[config.mk]
export PLATFORM = sky130hd
export DESIGN_NAME = debug_mem_reader
export DESIGN_NICKNAME = d
export VERILOG_FILES = /design/src/rtl/debug_mem_reader_pkg.sv /design/src/rtl/debug_mem_reader_word_byte_serializer.sv /design/src/rtl/debug_mem_reader.sv
export SDC_FILE = /design/constraint.sdc
export NUM_CORES = 1
export LEC_CHECK = 0
export CAP_MARGIN = 25
export CORE_UTILIZATION = 38
export DETAILED_ROUTE_END_ITERATION = 6
export SYNTH_ARGS = -nofsm -noshare
export SYNTH_HDL_FRONTEND = slang
export SYNTH_SLANG_ARGS = --single-unit
export TNS_END_PERCENT = 50
[constraint.sdc]
create_clock -name clk -period 2.8 [get_ports clk]
set_input_delay 0.56 -clock clk [delete_from_list [all_inputs] [get_ports clk]]
set_output_delay 0.56 -clock clk [all_outputs]
set_load 0.01 [all_outputs]
[src/rtl/debug_mem_reader_pkg.sv]
// Shared types and constants for the data-memory debug read path.
package debug_mem_reader_pkg;

    typedef enum logic [2:0] {
        S_IDLE = 3'd0,
        S_READ = 3'd1,
        S_SEND = 3'd2,
        S_WAIT = 3'd3,
        S_DONE = 3'd4
    } state_t;

    localparam int unsigned BYTE_W = 8;

    function automatic int unsigned bytes_per_word(input int unsigned len_data);
        return len_data / BYTE_W;
    endfunction

    // A one-byte word still needs a 1-bit counter.
    function automatic int unsigned cnt_width(input int unsigned n);
        return (n > 1) ? $clog2(n) : 1;
    endfunction

endpackage

[src/rtl/debug_mem_reader_word_byte_serializer.sv]
// Holds one memory word and presents it byte by byte, MSB first.
module word_byte_serializer
    import debug_mem_reader_pkg::*;
#(
    parameter int unsigned LEN_DATA = 32
) (
    input  logic                clk,
    input  logic                reset,
    input  logic                load,
    input  logic                shift,
    input  logic [LEN_DATA-1:0] word_in,
    output logic [BYTE_W-1:0]   byte_out,
    output logic                last
);

    localparam int unsigned BYTES_PER_WORD = bytes_per_word(LEN_DATA);
    localparam int unsigned CNT_W          = cnt_width(BYTES_PER_WORD);

    logic [LEN_DATA-1:0] shift_reg;
    logic [CNT_W-1:0]    byte_cnt;

    always_ff @(posedge clk or negedge reset) begin
        if (!reset) begin
            shift_reg <= '0;
            byte_cnt  <= '0;
        end else if (load) begin
            shift_reg <= word_in;
            byte_cnt  <= '0;
        end else if (shift) begin
            shift_reg <= shift_reg << BYTE_W;
            byte_cnt  <= byte_cnt + 1'b1;
        end
    end

    assign byte_out = shift_reg[LEN_DATA-1 -: BYTE_W];
    assign last     = (byte_cnt == CNT_W'(BYTES_PER_WORD - 1));

endmodule

[src/rtl/debug_mem_reader.sv]
// Sweeps data memory after halt and streams every word to uart_tx, MSB byte first.
module debug_mem_reader
    import debug_mem_reader_pkg::*;
#(
    parameter int unsigned LEN_DATA  = 32,
    parameter int unsigned ADDR_W    = 6,
    parameter int unsigned NUM_WORDS = 64
) (
    input  logic                clk,
    input  logic                reset,
    input  logic                start,
    output logic [ADDR_W-1:0]   mem_addr,
    output logic                mem_rd,
    input  logic [LEN_DATA-1:0] mem_data,
    output logic [BYTE_W-1:0]   tx_data,
    output logic                tx_start,
    input  logic                tx_done,
    output logic                busy,
    output logic                done
);

    localparam logic [ADDR_W-1:0] LAST_WORD = ADDR_W'(NUM_WORDS - 1);

    state_t              state_q, state_d;
    logic [ADDR_W-1:0]   word_cnt_q, word_cnt_d;
    logic [ADDR_W-1:0]   mem_addr_d;
    logic                mem_rd_d;
    logic                tx_start_d;
    logic                busy_d;
    logic                done_d;
    logic                ser_load;
    logic                ser_shift;
    logic                ser_last;

    word_byte_serializer #(
        .LEN_DATA(LEN_DATA)
    ) u_serializer (
        .clk     (clk),
        .reset   (reset),
        .load    (ser_load),
        .shift   (ser_shift),
        .word_in (mem_data),
        .byte_out(tx_data),
        .last    (ser_last)
    );

    always_ff @(posedge clk or negedge reset) begin
        if (!reset) begin
            state_q    <= S_IDLE;
            word_cnt_q <= '0;
            mem_addr   <= '0;
            mem_rd     <= 1'b0;
            tx_start   <= 1'b0;
            busy       <= 1'b0;
            done       <= 1'b0;
        end else begin
            state_q    <= state_d;
            word_cnt_q <= word_cnt_d;
            mem_addr   <= mem_addr_d;
            mem_rd     <= mem_rd_d;
            tx_start   <= tx_start_d;
            busy       <= busy_d;
            done       <= done_d;
        end
    end

    // Outputs are registered, so each branch sets the values seen in the state being entered.
    always_comb begin
        state_d    = state_q;
        word_cnt_d = word_cnt_q;
        mem_addr_d = mem_addr;
        mem_rd_d   = 1'b0;
        tx_start_d = 1'b0;
        busy_d     = busy;
        done_d     = 1'b0;
        ser_load   = 1'b0;
        ser_shift  = 1'b0;

        case (state_q)
            S_IDLE: begin
                if (start) begin
                    state_d    = S_READ;
                    word_cnt_d = '0;
                    mem_addr_d = '0;
                    mem_rd_d   = 1'b1;
                    busy_d     = 1'b1;
                end
            end
            S_READ: begin
                ser_load   = 1'b1;
                tx_start_d = 1'b1;
                state_d    = S_SEND;
            end
            S_SEND: begin
                state_d = S_WAIT;
            end
            S_WAIT: begin
                if (tx_done) begin
                    if (!ser_last) begin
                        ser_shift  = 1'b1;
                        tx_start_d = 1'b1;
                        state_d    = S_SEND;
                    end else if (word_cnt_q != LAST_WORD) begin
                        word_cnt_d = word_cnt_q + 1'b1;
                        mem_addr_d = mem_addr + 1'b1;
                        mem_rd_d   = 1'b1;
                        state_d    = S_READ;
                    end else begin
                        done_d  = 1'b1;
                        busy_d  = 1'b0;
                        state_d = S_DONE;
                    end
                end
            end
            S_DONE: begin
                mem_addr_d = '0;
                word_cnt_d = '0;
                state_d    = S_IDLE;
            end
            default: begin
                state_d = S_IDLE;
            end
        endcase
    end

endmodule

==> run summary <==
area occupied by multi-input gates: 963 um2
slowest CP cell: clkdlybuf4s50_1
static leakage: 0.00144 uW
CTS Root Cell: clkbuf_8
synth-to-layout area growth: 24.5%
global-route wire length before repair: 8460 um
clock sinks: 53
max reg flops: 32
hold slack: 291 ps
post-cts resize count: 0
Min-Delay Path Class: in -> async
Pwr Density: 887 mW/mm2
synthesized flop and latch total: 53
CP endpoint kind: register
fin. max-slew vios: 0
Met1 Routed Length: 2570 um
metal3 WL: 171 um
Top FF cell, synth: dfrtp_1
worst reg2reg startpoint: word_cnt_q[0]
sequential area share after synthesis: 53.9%
Via-to-Cell Ratio: 5.15
IO Pins: 54
Worst Max-Slew Pin Slew: 686 ps
Post-synth EDFFs: 0
outcome: finished clean
min Tclk post-route: 2100 ps
placed cell areas: 0.00298 mm2
final hold vios: 0
Syn Area/Cell: 9.77 um2
max cap viols: 0
DP HPWL: 3540 um
most frequent cells in the layout: nand2_1 (66), dfrtp_1 (53), clkdlybuf4s50_1 (52)
max_slew headroom: 54.3%
unrepaired setup endpoints after global routing: false
Syn Inst Count: 252
R2R cell count: 5
vias in the first global route: 1,726
Worst Setup Path Type: in -> reg
antenna viol nets, final: 0
TritonCTS clock tree: built
Cell Rows: 28
CP Max Fanout: 11
Total GRT Usage: 16.8%
Sum Neg Setup Slack: 0 ps
antenna cells: 0
Initial Util: 40.4%
Storage cell area: 0.00133 mm2
Distinct cells, synth: 40
period utilization: 74.9%
Critical Path, Cell by Cell: clkdlybuf4s50_1, nand4_2, a311oi_4, or2_1, a31oi_1
r2r setup slk: 760 ps
wire length per cell: 13.8 um
GR Overflow Total: 0
CP peak stage delay: 530 ps
post-synth net total: 291
Routability Congestion: 0.800
final instance area: 0.00306 mm2
core area: 0.00610 mm2
DRC viols: 0
Starting DRT DRC Count: 117
Peak Freq: 0.477 GHz
Clk pin slew, worst setup/hold paths: 100 ps
RR Endpoint: word_cnt_q[5]
DRT Pass-1 Iters: 4
Syn. warnings: 0
WL met2: 2340 um
postcts setup bufs: 0
Post-CTS Hold Fix Bufs: 0
Highest Signal Layer: met4
final setup violating endpoints: 0
ys async rst share: 100%
Filler Cell Count: 587
Data required, critical path: 2970 ps
WP data arrival: 2270 ps
mapped cell area: 0.00246 mm2
antenna violations before repair: 0
H-tree levels: 2
worst clock skew: 9.00 ps
Die ar.: 0.00680 mm2
Total Wirelength: 5120 um
CTS Buf Count: 5
worst vdd ir: 0.000365 V
largest net degree at the start of global routing: 31
startpoint types: input port
via count: 1,906
fin nets: 333
Port Buf Inserts: 53
worst skew pair latency: 310 ps
most common cell after layout, fill and taps aside: nand2_1
Die W: 82.5 um
CTS Buffer Depth: 2
Die H: 82.5 um
share of layout cells above drive strength 1: 8.47%
[how the worst max path moves through the flow]
| stage | start | slack (ps) | endpoint |
|---|---|---|---|
| after floorplan | word_cnt_q[0] | 1060 | mem_addr[4] |
| after global placement | tx_done | 450 | mem_addr[4] |
| after detailed placement | tx_done | 360 | mem_addr[5] |
| after CTS | tx_done | 690 | mem_addr[5] |
| after global routing | tx_done | 590 | word_cnt_q[5] |
| final | tx_done | 700 | word_cnt_q[5] |
[layer usage]
metal,global-route usage (%),up-vias
met5,0,-
met4,4.74,0
met3,3.30,3
met2,24.1,38
met1,25.4,910
li1,-,955
[metrics by stage]
step	util, %	cells	worst slack [ps]	power, uW
3_3_place_gp	48.8	362	450	2290
6_report	50.3	370	702	2720
3_5_place_dp	48.8	362	363	2320
5_1_grt	50.3	370	595	2950
4_1_cts	50.3	370	693	2750
2_1_floorplan	-	252	1060	2000
[synth_stat cells, types with 2 or more instances]
master | n | area share (%)
nand3b_1 | 2 | 0.61
inv_1 | 9 | 1.4
nand3_1 | 15 | 3.1
a31oi_1 | 7 | 1.8
nor2_1 | 9 | 1.4
mux2i_1 | 2 | 0.81
a22oi_1 | 18 | 5.5
a21oi_1 | 5 | 1.0
nand2_1 | 66 | 10
o21a_1 | 3 | 0.92
ha_1 | 3 | 1.5
buf_4 | 11 | 3.4
buf_2 | 6 | 1.2
o211ai_1 | 2 | 0.61
clkbuf_1 | 3 | 0.46
a21oi_2 | 5 | 1.8
a41oi_1 | 3 | 1.1
o21ai_1 | 3 | 0.61
o22ai_1 | 7 | 1.8
dfrtp_1 | 53 | 54
[cell families (layout without fill, tap and decap cells)]
kind of cell	count (synthesis)	in the layout	synth area share [%]
AOI/OAI and AO/OA	59	59	18.0
adders and majority gates	3	3	1.53
buffers and inverters	32	75	7.17
DFF	53	53	53.9
muxes	2	2	0.813
and+or+nand+nor	103	103	18.6
[worst max-delay path: cells and delay by family]
family / cells / cell delay (ps)
AO/OA/AOI/OAI: 2 / 610
AND/OR/NAND/NOR: 2 / 570
buffers and inverters: 1 / 530
[layout make-up]
| type | instances | share of cell area [%] |
|---|---|---|
| repair buffers | 57 | 18.1 |
| clock buffers | 6 | 2.37 |
| multi-input cells | 167 | 31.4 |
| well taps | 75 | 3.06 |
| clock inverters | 2 | 0.490 |
| inverters | 10 | 1.22 |
| flip-flops and latches | 53 | 43.3 |
[power by group]
part	leakage, uW	switching, uW	internal [uW]
logic	0.000715	561	494
registers	0.000691	198	1040
clock network	0.0000374	250	177
total	0.00144	1010	1710
Note: power is estimated with default switching activity, not from simulation.
